### src/rtl/uart_tx_regs.sv
// UART transmitter behind the 8-bit register bus: four byte registers, TX FIFO,
// bit-rate divider and a serial frame FSM (start, 8 data LSB first, optional parity, stop).
module uart_tx_regs #(
    parameter int         FIFO_DEPTH  = 8,
    parameter logic [7:0] DEFAULT_DIV = 8'd15
) (
    input  logic       PCLK,
    input  logic       PRESETn,
    input  logic [1:0] REGSEL,
    input  logic       BUSEN,
    input  logic       BUSW,
    input  logic [7:0] BUSWDATA,
    output logic [7:0] BUSRDATA,
    output logic       TXD,
    output logic       TX_IRQ
);

    localparam int AW = (FIFO_DEPTH > 1) ? $clog2(FIFO_DEPTH) : 1;

    localparam logic [2:0] S_IDLE   = 3'd0;
    localparam logic [2:0] S_START  = 3'd1;
    localparam logic [2:0] S_DATA   = 3'd2;
    localparam logic [2:0] S_PARITY = 3'd3;
    localparam logic [2:0] S_STOP   = 3'd4;

    localparam logic [1:0] A_TXDATA = 2'd0;
    localparam logic [1:0] A_STATUS = 2'd1;
    localparam logic [1:0] A_BAUD   = 2'd2;
    localparam logic [1:0] A_CTRL   = 2'd3;

    // Register file
    logic [7:0] baud_q, baud_d;
    logic [2:0] ctrl_q, ctrl_d;
    logic       ovf_q,  ovf_d;

    // FIFO
    logic [7:0]    mem_q [FIFO_DEPTH];
    logic [AW-1:0] wr_ptr_q, wr_ptr_d;
    logic [AW-1:0] rd_ptr_q, rd_ptr_d;
    logic [3:0]    cnt_q,    cnt_d;

    // Transmit FSM
    logic [2:0] state_q,   state_d;
    logic [7:0] div_q,     div_d;
    logic [2:0] bit_idx_q, bit_idx_d;
    logic [7:0] shift_q,   shift_d;
    logic       par_en_q,  par_en_d;
    logic       par_bit_q, par_bit_d;
    logic       txd_q,     txd_d;

    logic       wr_en;
    logic       push_req;
    logic       push_ok;
    logic       pop;
    logic       fifo_full;
    logic       fifo_empty;
    logic       bit_end;
    logic       can_start;
    logic [7:0] fifo_head;

    assign wr_en      = BUSEN & BUSW;
    assign push_req   = wr_en & (REGSEL == A_TXDATA);
    assign fifo_full  = (cnt_q == 4'(FIFO_DEPTH));
    assign fifo_empty = (cnt_q == 4'd0);
    // Fullness is judged before any same-cycle pop, so push+pop while full still drops.
    assign push_ok    = push_req & ~fifo_full;
    assign fifo_head  = mem_q[rd_ptr_q];
    assign bit_end    = (div_q == 8'd0);
    assign can_start  = ctrl_q[0] & ~fifo_empty;

    // NOTE: every always_comb output gets a default first so no path can infer a latch.
    always_comb begin
        baud_d = baud_q;
        ctrl_d = ctrl_q;
        ovf_d  = ovf_q;
        if (wr_en) begin
            case (REGSEL)
                A_STATUS: if (BUSWDATA[3]) ovf_d = 1'b0;
                A_BAUD:   baud_d = BUSWDATA;
                A_CTRL:   ctrl_d = BUSWDATA[2:0];
                default:  ;
            endcase
        end
        if (push_req && fifo_full) ovf_d = 1'b1;
    end

    always_comb begin
        wr_ptr_d = wr_ptr_q;
        rd_ptr_d = rd_ptr_q;
        if (push_ok) wr_ptr_d = wr_ptr_q + AW'(1);
        if (pop)     rd_ptr_d = rd_ptr_q + AW'(1);
        cnt_d = cnt_q + {3'b000, push_ok} - {3'b000, pop};
    end

    always_comb begin
        state_d   = state_q;
        div_d     = div_q;
        bit_idx_d = bit_idx_q;
        shift_d   = shift_q;
        par_en_d  = par_en_q;
        par_bit_d = par_bit_q;
        txd_d     = txd_q;
        pop       = 1'b0;

        // The divider reloads from the live BAUDDIV at each bit boundary.
        if (state_q != S_IDLE) div_d = bit_end ? baud_q : div_q - 8'd1;

        case (state_q)
            S_IDLE: pop = can_start;
            S_START: if (bit_end) begin
                state_d   = S_DATA;
                bit_idx_d = 3'd0;
                txd_d     = shift_q[0];
            end
            S_DATA: if (bit_end) begin
                if (bit_idx_q == 3'd7) begin
                    state_d = par_en_q ? S_PARITY : S_STOP;
                    txd_d   = par_en_q ? par_bit_q : 1'b1;
                end else begin
                    shift_d   = {1'b0, shift_q[7:1]};
                    txd_d     = shift_q[1];
                    bit_idx_d = bit_idx_q + 3'd1;
                end
            end
            S_PARITY: if (bit_end) begin
                state_d = S_STOP;
                txd_d   = 1'b1;
            end
            S_STOP: if (bit_end) begin
                if (can_start) pop = 1'b1;
                else           state_d = S_IDLE;
            end
            default: begin
                state_d = S_IDLE;
                txd_d   = 1'b1;
            end
        endcase

        // Frame parameters are captured at the pop so later CTRL writes leave this frame alone.
        if (pop) begin
            state_d   = S_START;
            div_d     = baud_q;
            txd_d     = 1'b0;
            shift_d   = fifo_head;
            par_en_d  = ctrl_q[1];
            par_bit_d = (^fifo_head) ^ ctrl_q[2];
        end
    end

    // NOTE: sequential state uses non-blocking assignments so all registers update together.
    always_ff @(posedge PCLK or negedge PRESETn) begin
        if (!PRESETn) begin
            baud_q    <= DEFAULT_DIV;
            ctrl_q    <= 3'd0;
            ovf_q     <= 1'b0;
            wr_ptr_q  <= '0;
            rd_ptr_q  <= '0;
            cnt_q     <= 4'd0;
            state_q   <= S_IDLE;
            div_q     <= 8'd0;
            bit_idx_q <= 3'd0;
            shift_q   <= 8'd0;
            par_en_q  <= 1'b0;
            par_bit_q <= 1'b0;
            txd_q     <= 1'b1;
        end else begin
            baud_q    <= baud_d;
            ctrl_q    <= ctrl_d;
            ovf_q     <= ovf_d;
            wr_ptr_q  <= wr_ptr_d;
            rd_ptr_q  <= rd_ptr_d;
            cnt_q     <= cnt_d;
            state_q   <= state_d;
            div_q     <= div_d;
            bit_idx_q <= bit_idx_d;
            shift_q   <= shift_d;
            par_en_q  <= par_en_d;
            par_bit_q <= par_bit_d;
            txd_q     <= txd_d;
        end
    end

    // NOTE: FIFO storage has no reset; the pointers and count alone define what is valid.
    always_ff @(posedge PCLK) begin
        if (push_ok) mem_q[wr_ptr_q] <= BUSWDATA;
    end

    always_comb begin
        BUSRDATA = 8'h00;
        case (REGSEL)
            A_TXDATA: BUSRDATA = 8'h00;
            A_STATUS: BUSRDATA = {cnt_q, ovf_q, fifo_full, fifo_empty, state_q != S_IDLE};
            A_BAUD:   BUSRDATA = baud_q;
            A_CTRL:   BUSRDATA = {5'b00000, ctrl_q};
            default:  BUSRDATA = 8'h00;
        endcase
    end

    assign TXD    = txd_q;
    assign TX_IRQ = ctrl_q[0] & fifo_empty & (state_q == S_IDLE);

endmodule

### config.mk
export PLATFORM = sky130hd
export DESIGN_NAME = uart_tx_regs
export DESIGN_NICKNAME = d
export VERILOG_FILES = /design/src/rtl/uart_tx_regs.sv
export SDC_FILE = /design/constraint.sdc
export NUM_CORES = 1
export LEC_CHECK = 0
export ABC_AREA = 1
export CAP_MARGIN = 40
export CELL_PAD_IN_SITES_DETAIL_PLACEMENT = 0
export CELL_PAD_IN_SITES_GLOBAL_PLACEMENT = 1
export CORE_AREA = 2 2 97 146
export CTS_CLUSTER_DIAMETER = 120
export DETAILED_ROUTE_END_ITERATION = 8
export DIE_AREA = 0 0 99 148
export PLACE_DENSITY_LB_ADDON = 0.1
export SLEW_MARGIN = 20
export SYNTH_ARGS = -nofsm -noshare
export SYNTH_HDL_FRONTEND = slang
export SYNTH_SLANG_ARGS = --single-unit
### constraint.sdc
create_clock -name PCLK -period 2.3 [get_ports PCLK]
set_input_delay 0.46 -clock PCLK [delete_from_list [all_inputs] [get_ports PCLK]]
set_output_delay 0.46 -clock PCLK [all_outputs]
set_load 0.05 [all_outputs]
; ---- Word level (Yosys, flattened, before mapping)
; Memory sizes are Yosys's and may differ from the RTL's.
; Cells that the tools add are included.
[word_totals]
regBits = 47
ramBits = 64
output_inout_bits = 10
wordCells = 109
n_memories = 1
[op_classes]
n_addsub = 6
n_eq_ne = 21
mux = 37
bitwise_logic = 9
n_reduce_logical = 22
[mem_list]
columns = memory, depth, width, read_ports, rd_ports_with_merged_regs, write_ports, line
row1 = mem_q, 8, 8, 1, 0, 1, 37  ; logic [7:0] mem_q [FIFO_DEPTH];
[op_table]
columns = op, n
row1 = 2-to-1 mux 8 bit, 7
row2 = 2-to-1 mux 3 bit, 11
row3 = one-hot mux 8 bit (4 select lines), 1
row4 = "!= test 3 bit, second input constant", 6
row5 = one-hot mux 3 bit (5 select lines), 1
row6 = 2-to-1 mux 1 bit, 14
row7 = nonzero test 2 bit, 7
row8 = "!= test 2 bit, second input constant", 5
row9 = "adder 3 x 1 -> 3 bit, second input constant", 3
row10 = logical NOT 8 bit, 1
row11 = AND reduction 4 bit, 2
row12 = parity 8 bit, 1
row13 = "subtractor 8 x 1 -> 8 bit, second input constant", 1
row14 = AND reduction 7 bit, 1
row15 = AND 1 bit, 6
row16 = "== test 3 x 2 -> 1 bit, second input constant", 2
row17 = "== test 3 bit, second input constant", 2
row18 = one-hot mux 3 bit (2 select lines), 1
row19 = AND reduction 3 bit, 2
row20 = adder 4 x 1 -> 4 bit, 1
row21 = "== test 2 bit, second input constant", 2
row22 = "== test 4 bit, second input constant", 1
row23 = logical NOT 4 bit, 1
row24 = one-hot mux 1 bit (4 select lines), 1
row25 = 13 further kinds, 15

; ---- Depth between registers and ports, before layout
; Gate-level depths: netlist of the first run.
[logic_depth]
depth_word = 8
mapped_depth = 17
ltp_nobuf = 15

; ---- Least setup slack after synthesis of the first run
; No wires, ideal clock.
[synth_path]
kind = input port to output port
start = input REGSEL[1]
end = output BUSRDATA[3]
arrival_time_ps = 1962
required_ps = 1840
slack_ps = -122
stages = 4
path_cell_list = inv_1 > nor2_1 > inv_1 > o21ai_0
[synth_via]
elab_chain_cells = 2
word_cells_on_any_way = 5
[synth_lines]
columns = item, line
row1 = start: declaration, 9  ; input logic [1:0] REGSEL,
row2 = == test 2 bit (tied with other cells), 190  ; case (REGSEL)
row3 = one-hot mux 8 bit (4 select lines) (*), 190
row4 = end: declaration, 13  ; output logic [7:0] BUSRDATA,
; Every way passes the cells marked *; elsewhere a longest branch is shown, timed or not.

; ---- Final worst setup path of the first run
[layout_path]
start = input REGSEL[1]
end = output BUSRDATA[6]
; The elaborated chain is that of the path after synthesis.

==> flow_metrics.env, run 1 <==
export IMPL_status="completed"
export IMPL_cp_slowest_stage_delay_ns=0.47
export IMPL_antenna_found_initial=0
export IMPL_place_inst=807
export IMPL_synth_mux_area_frac=0.00996
export IMPL_clock_sinks=111
export IMPL_ys_flop_type="edfxtp_1"
export IMPL_final_hold_viol_count=0
export IMPL_dr_pass1_iters=4
export IMPL_cts_buffers=9
export IMPL_finalMaxSlewViolations=0
export IMPL_cts_clk_slew_worst_paths_ns=0.08
export IMPL_power_leakage_nw=3.06
export IMPL_synth_edf_count=64
export IMPL_grt_pass1_vias=4241
export IMPL_finalSetupTns_ns=0
export IMPL_power_mw=7.97
export IMPL_post_place_ws_ns=-0.214
export IMPL_maxSlewHeadroom=0.668
export IMPL_hp_class="input port to asynchronous set/reset pin"
export IMPL_die_h_um=148
export IMPL_worstSetupPathType="input port to primary output"
export IMPL_stdcell_count=825
export IMPL_rows=52
export IMPL_path_cells="clkdlybuf4s50_1 > buf_4 > inv_1 > nor2_4 > inv_1 > o22ai_2 > buf_4 > buf_12"
export IMPL_cp_slowest_cell="clkdlybuf4s50_1"
export IMPL_cts_tree="built"
export IMPL_viasPerCell=4.92
export IMPL_core_area_um2=13300
export IMPL_synthXorXnorAreaFrac=0.0139
export IMPL_diodes=0
export IMPL_synth_async_reset_ratio=0.423
export IMPL_synth_compound_gate_area_share=0.0819
export IMPL_synthCells=608
export IMPL_nets=685
export IMPL_fin_ws_ns=0.0700
export IMPL_cp_depth=8
export IMPL_cap_viol_max_count=0
export IMPL_clock_latency_ns=0.36
export IMPL_synth_top_family_by_area="simple AND/OR/NAND/NOR gates"
export IMPL_netlist_cell_type_count=44
export IMPL_dr_total_vias=4059
export IMPL_whs_ns=0.0538
export IMPL_timing_fmax_mhz=448
export IMPL_synth_area_per_cell_um2=9.30
export IMPL_drive_gt1_frac=0.170
export IMPL_die_area_um2=14700
export IMPL_ys_warn_count=0
export IMPL_synth_seq_area_share=0.549
export IMPL_arrival_ns=1.77
export IMPL_synthSimpleGateAreaFrac=0.218
export IMPL_setup_viol_count_final=0
export IMPL_wire_per_inst_um=16.2
export IMPL_htree_levels=3
export IMPL_drt_wl_total_um=13300
export IMPL_clock_skew_ns=0.00922
export IMPL_io_pins=24
export IMPL_worst_slew_pin_slew_ns=0.496
export IMPL_synthAdderAreaFrac=0.0301
export IMPL_start_util=0.424
export IMPL_crit_buf_inv=6
export IMPL_synth_ff_latch_count=111
export IMPL_cp_required_ns=1.84
export IMPL_clock_path_buffers=2
export IMPL_r2r_cells=12
export IMPL_dieWidth_um=99
export IMPL_cp_end_kind="primary output"
export IMPL_cp_start_kind="input port"
export IMPL_drcViolationCount=0
export IMPL_drt_antenna_violating_nets=0
export IMPL_grt_overflow=0
export IMPL_hpwl_um=9540
export IMPL_port_buffers=23
export IMPL_power_per_cell_area_nw_per_um2=1200
export IMPL_ir_drop_mv=0.543
export IMPL_area_growth_pct=17.8
export IMPL_grt_pass1_wl_um=21700
export IMPL_crit_path_max_fanout=4
export IMPL_grt_max_degree=33
export IMPL_gr_usage_all_layers=0.193
export IMPL_fin_crit_sh=0.970
export IMPL_syn_area_um2=5650
export IMPL_dr_first_iter_drc_count=157
export IMPL_gp_congestion=0.784
export IMPL_cp_top_family="buffers and inverters"
export IMPL_syn_nets=635
export IMPL_period_needed_ns=2.23
export IMPL_cts_root_buf="clkbuf_16"
-- power breakdown --
part           internal [mW]  switching (mW)  total [mW]
logic                   1.32            2.27        3.59
registers               2.49           0.281        2.77
clock network          0.828           0.777        1.60
-- logic make-up after synthesis --
family | after synthesis
AOI/OAI and AO/OA | 78
and+or+nand+nor | 274
buffers and inverters | 118
adders and majority gates | 13
muxes | 5
DFF | 111
xor gates and xnor gates | 9
-- metrics by stage --
| step | utilization | area (µm²) |
|---|---|---|
| floorplan | - | 5660 |
| global placement | 0.470 | 6270 |
| detailed placement | 0.470 | 6270 |
| CTS | 0.494 | 6590 |
| global route | 0.499 | 6660 |
| finish | 0.499 | 6660 |
-- registers in the layout (all words and copies together) (netlist names), 4 cells and up --
signal and flops:
baud_q 8, cnt_q 4, shift_q 8, div_q 8, mem_q 64
-- metal layers --
layer / share of wire / global-route usage / vias up / wire length [µm]
met4: 0.021 / 0.0664 / 0 / 284
met5: 0 / 0 / - / 0
li1: - / - / 2069 / -
met3: 0.019 / 0.0307 / 18 / 255
met2: 0.54 / 0.356 / 47 / 7140
met1: 0.42 / 0.225 / 1925 / 5650
-- synth_stat cells (7+ instances only) --
library cell | number | share of area
nand2_1 | 175 | 0.12
nor2_1 | 31 | 0.021
o21ai_0 | 21 | 0.019
ha_1 | 12 | 0.027
buf_6 | 10 | 0.020
a21oi_1 | 16 | 0.014
edfxtp_1 | 64 | 0.34
o21ai_1 | 17 | 0.015
nand3_1 | 44 | 0.039
xor2_1 | 7 | 0.011
inv_1 | 91 | 0.060
dfrtp_1 | 42 | 0.19
-- layout by cell type (no fill, tap or decap), drive strengths merged, types with 6 or more instances in the layout --
cell           instances
ha                    12
inv                  105
clkbuf                10
nor3                   7
dfrtp                 42
xor2                   7
buf                   43
edfxtp                64
o22ai                  6
nor2                  35
clkdlybuf4s50         13
o21ai                 42
nand2                181
a21oi                 16
nand3                 47
-- final cells by class --
type	count	area, µm²
Multi-Input combinational cell	379	2070
Sequential cell	111	3100
Inverter	101	399
Tap cell	162	203
Clock inverter	6	58.8
Fill cell	1292	6680
Timing Repair Buffer	56	576
Clock buffer	10	250
-- path summary, 6_finish.rpt --
kind / from / endpoint / slack [ns]
min reg2reg: par_bit_q / par_bit_q / 0.50
max reg2reg: cnt_q[3] / cnt_q[2] / 0.09
min: PRESETn / cnt_q[2] / 0.05
max in group asynchronous: PRESETn / baud_q[1] / 1.58
min in group PCLK: par_bit_q / par_bit_q / 0.50
max: REGSEL[1] / BUSRDATA[6] / 0.07
-- timing repair --
item	4_1_cts	5_1_grt
resized for setup	4	11
setup buffers	0	2
hold buffers	0	0
pin swaps	0	1
endpoints found under the setup margin	3	11
hold endpoints to repair	0	0
(Power assumes the default switching activity.)
==> inputs of run 2 (changes only) <==
--- a/config.mk
+++ b/config.mk
@@ -9,10 +9,10 @@
 export CAP_MARGIN = 40
 export CELL_PAD_IN_SITES_DETAIL_PLACEMENT = 0
 export CELL_PAD_IN_SITES_GLOBAL_PLACEMENT = 1
-export CORE_AREA = 2 2 97 146
+export CORE_AREA = 5 5 100 149
 export CTS_CLUSTER_DIAMETER = 120
 export DETAILED_ROUTE_END_ITERATION = 8
-export DIE_AREA = 0 0 99 148
+export DIE_AREA = 0 0 105 154
 export PLACE_DENSITY_LB_ADDON = 0.1
 export SLEW_MARGIN = 20
 export SYNTH_ARGS = -nofsm -noshare
==> flow_metrics.env, run 2 (synthesis gave the netlist of run 1 again) <==
export IMPL_dr_pass1_iters=4
export IMPL_maxSlewHeadroom=0.666
export IMPL_cts_root_buf="clkbuf_16"
export IMPL_final_hold_viol_count=0
export IMPL_cts_clk_slew_worst_paths_ns=0.09
export IMPL_whs_ns=0.00814
export IMPL_r2r_end="cnt_q[2]"
export IMPL_diodes=0
export IMPL_clock_path_buffers=2
export IMPL_cp_slowest_cell="clkdlybuf4s50_1"
export IMPL_core_area_um2=13400
export IMPL_r2r_cells=12
export IMPL_drive_gt1_frac=0.171
export IMPL_drcViolationCount=0
export IMPL_dieWidth_um=105
export IMPL_worst_slew_pin_slew_ns=0.499
export IMPL_rows=52
export IMPL_power_per_cell_area_nw_per_um2=1200
export IMPL_dr_first_iter_drc_count=114
export IMPL_finish_utilization=0.496
export IMPL_die_area_um2=16200
export IMPL_clock_sinks=111
export IMPL_start_util=0.422
export IMPL_area_growth_pct=17.7
export IMPL_path_cells="clkdlybuf4s50_1 > buf_4 > inv_1 > nor2_2 > inv_1 > o21ai_1 > buf_12"
export IMPL_hp_class="input port to asynchronous set/reset pin"
export IMPL_place_inst=806
export IMPL_fin_crit_sh=0.970
export IMPL_ir_drop_mv=0.520
export IMPL_viasPerCell=4.95
export IMPL_cts_buffers=9
export IMPL_cp_required_ns=1.84
export IMPL_cp_top_family="buffers and inverters"
export IMPL_status="completed"
export IMPL_drt_wl_total_um=13100
export IMPL_antenna_found_initial=0
export IMPL_cts_hold_buffers_added=0
export IMPL_cp_start_kind="input port"
export IMPL_io_pins=24
export IMPL_cp_end_kind="primary output"
export IMPL_period_needed_ns=2.23
export IMPL_drt_antenna_violating_nets=0
export IMPL_clock_skew_ns=0.0116
export IMPL_cp_slowest_stage_delay_ns=0.47
export IMPL_reg2reg_from="cnt_q[3]"
export IMPL_wire_per_inst_um=15.9
export IMPL_cap_viol_max_count=0
export IMPL_r2r_slack_ns=0.11
export IMPL_clock_latency_ns=0.36
export IMPL_power_mw=8.00
export IMPL_crit_path_max_fanout=4
export IMPL_nets=683
export IMPL_gr_usage_all_layers=0.170
export IMPL_stdcell_count=823
export IMPL_port_buffers=23
export IMPL_die_h_um=154
export IMPL_grt_pass1_wl_um=21500
export IMPL_cts_tree="built"
export IMPL_dr_total_vias=4073
export IMPL_arrival_ns=1.77
export IMPL_largest_reg_flops=64
export IMPL_grt_pass1_vias=4156
export IMPL_final_cell_mix="174 x nand2_1, 89 x inv_1, 64 x edfxtp_1, 43 x nand3_1, 42 x dfrtp_1"
export IMPL_fill_cells=1294
export IMPL_finalMaxSlewViolations=0
export IMPL_rsz0062_at_grt="yes"
export IMPL_top_register="mem_q"
export IMPL_power_leakage_nw=3.05
export IMPL_setup_viol_count_final=0
export IMPL_hpwl_um=9570
export IMPL_worstSetupPathType="input port to primary output"
export IMPL_crit_buf_inv=5
export IMPL_grt_overflow=0
export IMPL_grt_max_degree=35
export IMPL_gp_congestion=0.821
export IMPL_crit_top_cell="inv_1"
export IMPL_timing_fmax_mhz=448
export IMPL_final_common_cell="nand2_1"
export IMPL_htree_levels=3
## run 2: worst reg2reg max path, stage by stage, from the launching register on
cell and delay, ns:
dfrtp_1 0.40, inv_2 0.08, ha_2 0.19, nand3_4 0.11, nand2_1 0.10, nor2_2 0.06, nand2_8 0.09, inv_8 0.03
ha_1 0.26, inv_1 0.04, ha_1 0.19, fa_1 0.38, xor2_1 0.15
## run 2: worst max-delay path by stage
| stage | start | end | slack (ns) | cells past startpoint |
|---|---|---|---|---|
| floorplan | cnt_q[2] | mem_q[0][0] | 0.02 | 8 |
| global placement | BUSEN | cnt_q[2] | -0.21 | 11 |
| detailed placement | BUSEN | mem_q[0][1] | -0.23 | 10 |
| CTS | REGSEL[1] | BUSRDATA[6] | -0.03 | 7 |
| global route | REGSEL[1] | BUSRDATA[3] | -0.02 | 7 |
| finish | REGSEL[1] | BUSRDATA[3] | 0.07 | 7 |
## run 2: area by class of cell
cell class                      instances  area, µm²  area share
Sequential cell                       111       3100       0.467
Multi-Input combinational cell        379       2060       0.310
Timing Repair Buffer                   54        561      0.0842
Inverter                              101        399      0.0600
Clock buffer                           10        250      0.0376
Tap cell                              162        203      0.0305
Clock inverter                          6       75.1      0.0113
## run 2: repair_timing
item	in CTS	in global routing
setup buffers	0	1
pin swaps	0	1
setup endpoints to repair	2	15
endpoints found under the hold margin	0	0
resized for setup	2	13
## run 2: per-stage QoR
| stage | setup slack (ns) | instance area, µm² | TNS [ns] |
|---|---|---|---|
| 5_1_grt | -0.0154 | 6650 | -0.0352 |
| 4_1_cts | -0.0266 | 6600 | -0.0442 |
| 3_5_place_dp | -0.228 | 6260 | -4.46 |
| 3_3_place_gp | -0.207 | 6260 | -3.33 |
| 6_report | 0.0699 | 6650 | 0 |
| 2_1_floorplan | 0.0209 | 5660 | 0 |
## run 2: layer usage
metal  vias up  global-route usage  wire length (µm)
met1      1926               0.200              5370
met5         -                   0                 0
met3        23              0.0227               393
li1       2063                   -                 -
met2        61               0.305              6870
met4         0              0.0750               424
## run 2: report_power, final
part	switching [mW]	internal, mW
Combinational	2.27	1.31
Clock	0.812	0.854
Sequential	0.268	2.49
Total	3.35	4.65
